$ cat src/rtl/writeback_buffer_pkg.sv
// Shared types and default geometry for the write-back buffer.
//   wb_state_t   : controller states (IDLE, RESP, RD_MEM, DRAIN)
//   WB_*         : default depth, line width, address width and line offset bits
package writeback_buffer_pkg;

    localparam int WB_DEPTH    = 4;
    localparam int WB_LINE_W   = 256;
    localparam int WB_ADDR_W   = 32;
    localparam int WB_OFFSET_W = 5;

    typedef enum logic [1:0] {
        S_IDLE   = 2'd0,
        S_RESP   = 2'd1,
        S_RD_MEM = 2'd2,
        S_DRAIN  = 2'd3
    } wb_state_t;

endpackage

$ cat src/rtl/writeback_buffer_if.sv
// Line-granular memory bus, used both between the cache and the buffer and
// between the buffer and the cacheline adaptor.
//   address : byte address of the line
//   read    : line read request, held until resp
//   write   : line write request, held until resp
//   wdata   : write data, valid with write
//   rdata   : read data, valid with resp
//   resp    : one-cycle completion pulse
// master issues requests, slave answers them.
interface writeback_buffer_if
    import writeback_buffer_pkg::*;
#(
    parameter int ADDR_W = WB_ADDR_W,
    parameter int LINE_W = WB_LINE_W
);
    logic [ADDR_W-1:0] address;
    logic              read;
    logic              write;
    logic [LINE_W-1:0] wdata;
    logic [LINE_W-1:0] rdata;
    logic              resp;

    modport master (output address, read, write, wdata, input rdata, resp);
    modport slave  (input address, read, write, wdata, output rdata, resp);
endinterface

$ cat src/rtl/writeback_buffer_entry_array.sv
// Line storage for the write-back buffer: a circular FIFO of DEPTH entries
// with a fully associative tag lookup.
//   lookup_tag_i               : tag compared against all valid entries
//   hit_o/hit_idx_o/hit_data_o : match flag, matching index and its data
//   push_i/push_tag_i/push_data_i : append an entry at the tail
//   pop_i                      : retire the head entry
//   write_at_i/write_idx_i/write_data_i : overwrite data of an existing entry
//   head_tag_o/head_data_o     : oldest entry, the next one to drain
//   count_o/full_o             : occupancy
module writeback_buffer_entry_array #(
    parameter int DEPTH  = 4,
    parameter int TAG_W  = 27,
    parameter int LINE_W = 256,
    localparam int IDX_W = $clog2(DEPTH),
    localparam int CNT_W = IDX_W + 1
) (
    input  logic              clk,
    input  logic              rst,
    input  logic [TAG_W-1:0]  lookup_tag_i,
    output logic              hit_o,
    output logic [IDX_W-1:0]  hit_idx_o,
    output logic [LINE_W-1:0] hit_data_o,
    input  logic              push_i,
    input  logic [TAG_W-1:0]  push_tag_i,
    input  logic [LINE_W-1:0] push_data_i,
    input  logic              pop_i,
    input  logic              write_at_i,
    input  logic [IDX_W-1:0]  write_idx_i,
    input  logic [LINE_W-1:0] write_data_i,
    output logic [TAG_W-1:0]  head_tag_o,
    output logic [LINE_W-1:0] head_data_o,
    output logic [CNT_W-1:0]  count_o,
    output logic              full_o
);
    logic [DEPTH-1:0]  valid_q;
    logic [TAG_W-1:0]  tag_q  [DEPTH];
    logic [LINE_W-1:0] data_q [DEPTH];
    logic [IDX_W-1:0]  head_q, tail_q;
    logic [CNT_W-1:0]  count_q;

    // DEPTH is a power of two, so the pointers wrap by plain overflow.
    always_ff @(posedge clk or posedge rst) begin
        if (rst) begin
            valid_q <= '0;
            head_q  <= '0;
            tail_q  <= '0;
            count_q <= '0;
        end else begin
            if (push_i) begin
                valid_q[tail_q] <= 1'b1;
                tail_q          <= tail_q + 1'b1;
            end
            if (pop_i) begin
                valid_q[head_q] <= 1'b0;
                head_q          <= head_q + 1'b1;
            end
            count_q <= count_q + CNT_W'(push_i) - CNT_W'(pop_i);
        end
    end

    // Tag and data are qualified by valid_q, so they need no reset.
    always_ff @(posedge clk) begin
        if (push_i) begin
            tag_q[tail_q]  <= push_tag_i;
            data_q[tail_q] <= push_data_i;
        end
        if (write_at_i) begin
            data_q[write_idx_i] <= write_data_i;
        end
    end

    // Coalescing keeps valid tags unique, so at most one entry matches.
    always_comb begin
        hit_o     = 1'b0;
        hit_idx_o = '0;
        for (int i = 0; i < DEPTH; i++) begin
            if (valid_q[i] && (tag_q[i] == lookup_tag_i)) begin
                hit_o     = 1'b1;
                hit_idx_o = IDX_W'(i);
            end
        end
    end

    assign hit_data_o  = data_q[hit_idx_o];
    assign head_tag_o  = tag_q[head_q];
    assign head_data_o = data_q[head_q];
    assign count_o     = count_q;
    assign full_o      = (count_q == CNT_W'(DEPTH));
endmodule

$ cat src/rtl/writeback_buffer.sv
// Write-back buffer between the L1 pmem port and the cacheline adaptor.
// Evictions are absorbed into a small line FIFO and drained while the cache
// is idle; read misses bypass pending drains, and reads that hit a buffered
// line are served from the buffer.
//   clk, rst : clock, asynchronous active-high reset
//   cache    : slave side, requests from the L1 cache
//   pmem     : master side, requests to the cacheline adaptor
module writeback_buffer
    import writeback_buffer_pkg::*;
#(
    parameter int DEPTH    = WB_DEPTH,    // power of two, >= 2
    parameter int LINE_W   = WB_LINE_W,
    parameter int ADDR_W   = WB_ADDR_W,
    parameter int OFFSET_W = WB_OFFSET_W
) (
    input  logic               clk,
    input  logic               rst,
    writeback_buffer_if.slave  cache,
    writeback_buffer_if.master pmem
);
    localparam int TAG_W = ADDR_W - OFFSET_W;
    localparam int IDX_W = $clog2(DEPTH);
    localparam int CNT_W = IDX_W + 1;

    wb_state_t         state_q;
    logic              cache_resp_q, pmem_read_q, pmem_write_q;
    logic [LINE_W-1:0] cache_rdata_q, pmem_wdata_q;
    logic [ADDR_W-1:0] pmem_address_q;

    logic [TAG_W-1:0]  req_tag, head_tag;
    logic              hit, full;
    logic [IDX_W-1:0]  hit_idx;
    logic [LINE_W-1:0] hit_data, head_data;
    logic [CNT_W-1:0]  count;
    logic              push, pop, write_at;
    logic              is_idle, wr_req;
    logic              unused_offset;

    assign req_tag       = cache.address[ADDR_W-1:OFFSET_W];
    assign unused_offset = ^cache.address[OFFSET_W-1:0];

    // A simultaneous read and write is treated as a read.
    assign is_idle  = (state_q == S_IDLE);
    assign wr_req   = cache.write && !cache.read;
    assign write_at = is_idle && wr_req && hit;
    assign push     = is_idle && wr_req && !hit && !full;
    assign pop      = (state_q == S_DRAIN) && pmem.resp;

    writeback_buffer_entry_array #(
        .DEPTH (DEPTH),
        .TAG_W (TAG_W),
        .LINE_W(LINE_W)
    ) u_array (
        .clk         (clk),
        .rst         (rst),
        .lookup_tag_i(req_tag),
        .hit_o       (hit),
        .hit_idx_o   (hit_idx),
        .hit_data_o  (hit_data),
        .push_i      (push),
        .push_tag_i  (req_tag),
        .push_data_i (cache.wdata),
        .pop_i       (pop),
        .write_at_i  (write_at),
        .write_idx_i (hit_idx),
        .write_data_i(cache.wdata),
        .head_tag_o  (head_tag),
        .head_data_o (head_data),
        .count_o     (count),
        .full_o      (full)
    );

    always_ff @(posedge clk or posedge rst) begin
        if (rst) begin
            state_q        <= S_IDLE;
            cache_resp_q   <= 1'b0;
            cache_rdata_q  <= '0;
            pmem_read_q    <= 1'b0;
            pmem_write_q   <= 1'b0;
            pmem_address_q <= '0;
            pmem_wdata_q   <= '0;
        end else begin
            cache_resp_q <= 1'b0;
            case (state_q)
                S_IDLE: begin
                    if (cache.read) begin
                        if (hit) begin
                            cache_rdata_q <= hit_data;
                            cache_resp_q  <= 1'b1;
                            state_q       <= S_RESP;
                        end else begin
                            pmem_read_q    <= 1'b1;
                            pmem_address_q <= {req_tag, {OFFSET_W{1'b0}}};
                            state_q        <= S_RD_MEM;
                        end
                    end else if (cache.write && (hit || !full)) begin
                        cache_resp_q <= 1'b1;
                        state_q      <= S_RESP;
                    end else if (count != '0) begin
                        // Idle drain, or making room for a write miss on a full buffer.
                        pmem_write_q   <= 1'b1;
                        pmem_address_q <= {head_tag, {OFFSET_W{1'b0}}};
                        pmem_wdata_q   <= head_data;
                        state_q        <= S_DRAIN;
                    end
                end
                S_RESP: state_q <= S_IDLE;
                S_RD_MEM: begin
                    if (pmem.resp) begin
                        pmem_read_q   <= 1'b0;
                        cache_rdata_q <= pmem.rdata;
                        cache_resp_q  <= 1'b1;
                        state_q       <= S_RESP;
                    end
                end
                S_DRAIN: begin
                    if (pmem.resp) begin
                        pmem_write_q <= 1'b0;
                        state_q      <= S_IDLE;
                    end
                end
                default: state_q <= S_IDLE;
            endcase
        end
    end

    assign cache.resp   = cache_resp_q;
    assign cache.rdata  = cache_rdata_q;
    assign pmem.address = pmem_address_q;
    assign pmem.read    = pmem_read_q;
    assign pmem.write   = pmem_write_q;
    assign pmem.wdata   = pmem_wdata_q;

    a_no_rd_wr_cache: assert property (@(posedge clk) disable iff (rst)
        !(cache.read && cache.write));
    a_no_rd_wr_pmem: assert property (@(posedge clk) disable iff (rst)
        !(pmem.read && pmem.write));
endmodule
$ cat src/flat_wrapper.sv
// flat-port wrapper written by rule: the top's interface ports become plain ports
module writeback_buffer_flat import writeback_buffer_pkg::*;
#(
    parameter int DEPTH    = WB_DEPTH,                         
    parameter int LINE_W   = WB_LINE_W,
    parameter int ADDR_W   = WB_ADDR_W,
    parameter int OFFSET_W = WB_OFFSET_W
)
  (clk, rst, cache_address, cache_read, cache_write, cache_wdata, cache_rdata, cache_resp, pmem_address, pmem_read, pmem_write, pmem_wdata, pmem_rdata, pmem_resp);
  writeback_buffer_if #(.ADDR_W(ADDR_W), .LINE_W(LINE_W)) cache_i ();
  writeback_buffer_if #(.ADDR_W(ADDR_W), .LINE_W(LINE_W)) pmem_i ();
  input  logic clk;
  input  logic rst;
  input wire logic [$bits(cache_i.address)-1:0] cache_address;
  input wire logic [$bits(cache_i.read)-1:0] cache_read;
  input wire logic [$bits(cache_i.write)-1:0] cache_write;
  input wire logic [$bits(cache_i.wdata)-1:0] cache_wdata;
  output wire logic [$bits(cache_i.rdata)-1:0] cache_rdata;
  output wire logic [$bits(cache_i.resp)-1:0] cache_resp;
  output wire logic [$bits(pmem_i.address)-1:0] pmem_address;
  output wire logic [$bits(pmem_i.read)-1:0] pmem_read;
  output wire logic [$bits(pmem_i.write)-1:0] pmem_write;
  output wire logic [$bits(pmem_i.wdata)-1:0] pmem_wdata;
  input wire logic [$bits(pmem_i.rdata)-1:0] pmem_rdata;
  input wire logic [$bits(pmem_i.resp)-1:0] pmem_resp;
  assign cache_i.address = cache_address;
  assign cache_i.read = cache_read;
  assign cache_i.write = cache_write;
  assign cache_i.wdata = cache_wdata;
  assign cache_rdata = cache_i.rdata;
  assign cache_resp = cache_i.resp;
  assign pmem_address = pmem_i.address;
  assign pmem_read = pmem_i.read;
  assign pmem_write = pmem_i.write;
  assign pmem_wdata = pmem_i.wdata;
  assign pmem_i.rdata = pmem_rdata;
  assign pmem_i.resp = pmem_resp;
  writeback_buffer #(.DEPTH(DEPTH), .LINE_W(LINE_W), .ADDR_W(ADDR_W), .OFFSET_W(OFFSET_W)) u_core (.clk(clk), .rst(rst), .cache(cache_i), .pmem(pmem_i));
endmodule
$ cat config.mk
export PLATFORM = sky130hd
export DESIGN_NAME = writeback_buffer_flat
export DESIGN_NICKNAME = d
export VERILOG_FILES = /design/src/rtl/writeback_buffer_pkg.sv /design/src/rtl/writeback_buffer_if.sv /design/src/rtl/writeback_buffer_entry_array.sv /design/src/rtl/writeback_buffer.sv /design/src/flat_wrapper.sv
export SDC_FILE = /design/constraint.sdc
export NUM_CORES = 2
export LEC_CHECK = 0
export BUFFER_PORTS_ARGS = -buffer_cell sky130_fd_sc_hd__buf_2
export CAP_MARGIN = 20
export CORE_AREA = 2 2 426 428
export DETAILED_ROUTE_END_ITERATION = 7
export DIE_AREA = 0 0 428 430
export GPL_ROUTABILITY_DRIVEN = 1
export HOLD_SLACK_MARGIN = 0.02
export PLACE_DENSITY_LB_ADDON = 0.25
export SYNTH_ARGS = -nofsm -noshare
export SYNTH_HDL_FRONTEND = slang
export SYNTH_SLANG_ARGS = --single-unit
$ cat constraint.sdc
create_clock -name clk -period 41.3 [get_ports clk]
set_clock_uncertainty 0.2 [all_clocks]
set_input_delay 2.065 -clock clk [delete_from_list [all_inputs] [get_ports clk]]
set_output_delay 2.065 -clock clk [all_outputs]
set_load 0.005 [all_outputs]
==> flow_metrics.py <==
metrics = {
    "timing": {
        "final_hold_viol_count": 0,
        "fin_setup_tns_ns": 0,
        "setup_viol": 0,
        "finalCritPeriodShare_pct": 18.3,
        "max_freq_ghz": 0.132,
        "finalMaxSlewViolations": 0,
        "tightestPinTransition_ns": 1.22,
        "grt_setup_unrepaired": "false",
        "timing.final.ws_setup_ns": 33.74,
        "slew_headroom_pct": 18.8,
        "fin_crit_ns": 7.56,
    },
    "drt": {
        "wl_per_cell_um": 31.4,
        "via_per_inst": 6.05,
        "drt_iter0_markers": 5002,
        "drc": 0,
        "dr_total_vias": 50417,
        "wirelength_mm": 262,
        "postRouteAntennaNets": 0,
        "drtPass1Iterations": 6,
    },
    "cells_and_area": {
        "drive_gt1_share_pct": 34.9,
        "fill_cells": 15386,
        "syn_to_final_growth_pct": 18.5,
        "final_core_utilization_pct": 49.2,
        "final_nets": 6266,
    },
    "grt": {
        "antenna_found_initial": 144,
        "grt.total_usage_pct": 27.7,
        "grt_first_pass_wirelength_mm": 372,
        "grt_overflow_total": 0,
        "grt_pass1_vias": 49687,
        "grt_max_degree": 125,
    },
    "power": {
        "p_seq_share_pct": 39.8,
        "power_leakage_nw": 32.4,
        "p_clk_share_pct": 28.3,
        "total_power_w": 0.00598,
        "p_int_w": 0.00401,
        "power.density_nw_per_um2": 67.5,
        "switchingPower_w": 0.00197,
        "p_comb_share_pct": 31.9,
        "peakVddDrop_v": 0.0000580,
        "swShare_pct": 33.0,
    },
    "hold_path": {
        "hp-class": "flop to flop",
        "worstHoldPathCells": 1,
    },
    "clock_network": {
        "post_cts_buffers": 0,
        "cts_inserted_buffers": 183,
        "htreeDepth": 4,
        "cts_hold_buffers": 0,
        "cts_tree": "done",
        "clock-sinks": 1687,
        "clock-root-buffer": "clkbuf_16",
        "clock_latency_ns": 0.88,
        "clkTransAtPathRegs_ns": 0.06,
        "cts.path.max_buffers": 3,
        "cts_resized": 0,
    },
    "synth": {
        "syn-instance-count": 4768,
        "yosysTopAreaCell": "edfxtp_1",
        "synthXorXnorAreaFrac_pct": 1.37,
        "synthTopCellsByCount": "edfxtp_1, dfrtp_1, mux2_2",
        "postSynthAreaPerCell_um2": 15.7,
        "synth_top_family_by_area": "multiplexers",
        "yosysWarningCount": 0,
        "synth.distinct_cells": 55,
        "ys_top_cells_by_area": "edfxtp_1, dfrtp_1, mux4_2",
        "synth_edf_count": 1132,
        "yosys.area_share.simple_pct": 4.36,
        "ys_async_sr_fraction_pct": 32.9,
        "ys_seq_area_share_pct": 64.1,
        "synth.most_common_cell": "edfxtp_1",
        "yosys_most_used_dff": "edfxtp_1",
        "synth-seq-cells": 1687,
        "synthAdderAreaFrac_pct": 0.194,
        "synth_top_cell_area_share_pct": 45.5,
        "synth_compound_area_share_pct": 10.2,
        "synth_mux_area_share_pct": 17.1,
        "netlist_area_um2": 74700,
    },
    "placed_design": {
        "port-buffer-count": 1085,
        "dpl.hpwl_mm": 162,
        "routabilityCongestion": 0.889,
        "pre_cts_slack_ns": 32.83,
    },
    "worst_setup_path": {
        "endpoint_kind": "flop",
        "startpoint_type": "input port",
        "worstPathCellList": "buf_2, xor2_1, or4_1, nor4_1, nand4_1, and3_4, o21ai_0, and4b_4, buf_4, buf_4, buf_4",
        "crit_family": "simple AND/OR/NAND/NOR gates",
        "cp.required_ns": 41.57,
        "path_class": "input port to flop",
        "path_common_cell": "buf_4",
        "crit_buf_inv": 4,
        "crit_fanout": 49,
        "worst_path_largest_cell_delay_ns": 0.86,
        "critical_path_depth": 11,
        "worst-r2r-cell-count": 10,
        "arrival_ns": 7.82,
        "cp_slowest_cell": "and4b_4",
    },
    "floorplan": {
        "core_area_um2": 180000,
        "num_io_pins": 1096,
        "rows": 156,
        "die_w_um": 428,
        "die_h_um": 430,
        "start_util_pct": 41.6,
        "dieArea_um2": 184000,
    },
    "status": {
        "status": "finished, final reports clean",
    },
    "run": {
        "drv_cap": 0,
    },
}
[sequential cells by signal (all words and copies together), names as in the netlist]
signal,cells
u_core.pmem.address,27
u_core.pmem.wdata,256
u_core.state_q,2
u_core.pmem.write,1
u_core.cache.rdata,256
u_core.u_array.tag_q,108
u_core.cache.resp,1
u_core.u_array.count_o,3
u_core.u_array.valid_q,4
u_core.u_array.head_q,2
u_core.u_array.data_q,1024
u_core.u_array.tail_q,2
u_core.pmem.read,1
[routing by layer]
| layer | wire, um | part of all wire (%) | global-route usage, % |
|---|---|---|---|
| met5 | 294 | 0.11 | 0 |
| met1 | 103000 | 39 | 36.2 |
| met3 | 21500 | 8.2 | 6.42 |
| met2 | 124000 | 47 | 43.4 |
| met4 | 13300 | 5.1 | 14.4 |
[through the flow]
stage	hold WS (ns)	area, um2	instances
finish	0.276	88500	8332
global route	0.289	88500	8304
CTS	0.282	88300	8238
detailed placement	0.269	82000	7891
global placement	0.261	82000	7891
floorplan	0.279	74700	4772
[power by group through the flow]
stage	sequential [W]	combinational, W	clock, W
floorplan	0.00240	0.00107	0
global placement	0.00239	0.00191	0
detailed placement	0.00240	0.00191	0
CTS	0.00237	0.00192	0.00171
global route	0.00242	0.00201	0.00178
finish	0.00238	0.00191	0.00169
[final timing paths]
path	startpoint	endpoint	slack, ns
max	cache_address[31]	u_core.u_array.data_q[0][176]	33.74
min	u_core.cache.rdata[107]	u_core.cache.rdata[107]	0.28
max reg2reg	u_core.u_array.tag_q[3][22]	u_core.u_array.data_q[0][176]	34.74
min reg2reg	u_core.cache.rdata[107]	u_core.cache.rdata[107]	0.28
max in group asynchronous	rst	u_core.u_array.head_q[0]	36.75
min in group asynchronous	rst	u_core.pmem.wdata[216]	1.12
[cell families (layout without fill, tap and decap cells)]
kind of cell,count (synthesis),in the layout
other cells,1,99
flops,1687,1687
xor+xnor,113,113
fa+ha+maj,11,11
compound gates,1051,1051
mux,851,851
buf+inv,432,1528
simple gates,622,622
[placed cells by master (no fill, tap or decap), types with 14 or more instances in the layout]
| cell | Yosys | final |
|---|---|---|
| diode_2 | 0 | 94 |
| inv_1 | 15 | 14 |
| buf_4 | 6 | 67 |
| mux2_2 | 298 | 298 |
| nor4_1 | 16 | 16 |
| buf_2 | 105 | 1085 |
| mux2_1 | 270 | 270 |
| clkbuf_16 | 0 | 185 |
| dfrtp_1 | 555 | 553 |
| and2_1 | 258 | 257 |
| clkinv_2 | 0 | 22 |
| a21boi_0 | 256 | 256 |
| edfxtp_1 | 1132 | 1132 |
| buf_12 | 0 | 14 |
| clkinv_1 | 0 | 19 |
| clkbuf_8 | 0 | 26 |
| clkbuf_1 | 271 | 56 |
| a31oi_1 | 257 | 257 |
| mux4_2 | 283 | 283 |
| xnor2_1 | 73 | 73 |
| nor2_1 | 269 | 264 |
| xor2_1 | 36 | 36 |
| nand4_1 | 35 | 35 |
| a211oi_1 | 258 | 256 |
| o31ai_1 | 256 | 256 |
| bufinv_16 | 0 | 17 |
[layout make-up]
cell class	instances	area (um2)	share of cell area [%]
inverters	15	63.8	0.0721
diodes	94	235	0.266
clock buffers	267	5200	5.87
multi-input cells	2653	24900	28.1
flip-flops and latches	1687	47900	54.1
well taps	2370	2970	3.35
repair buffers	1166	6210	7.02
clock inverters	80	1050	1.18
Power figures use the tool's default switching activity.
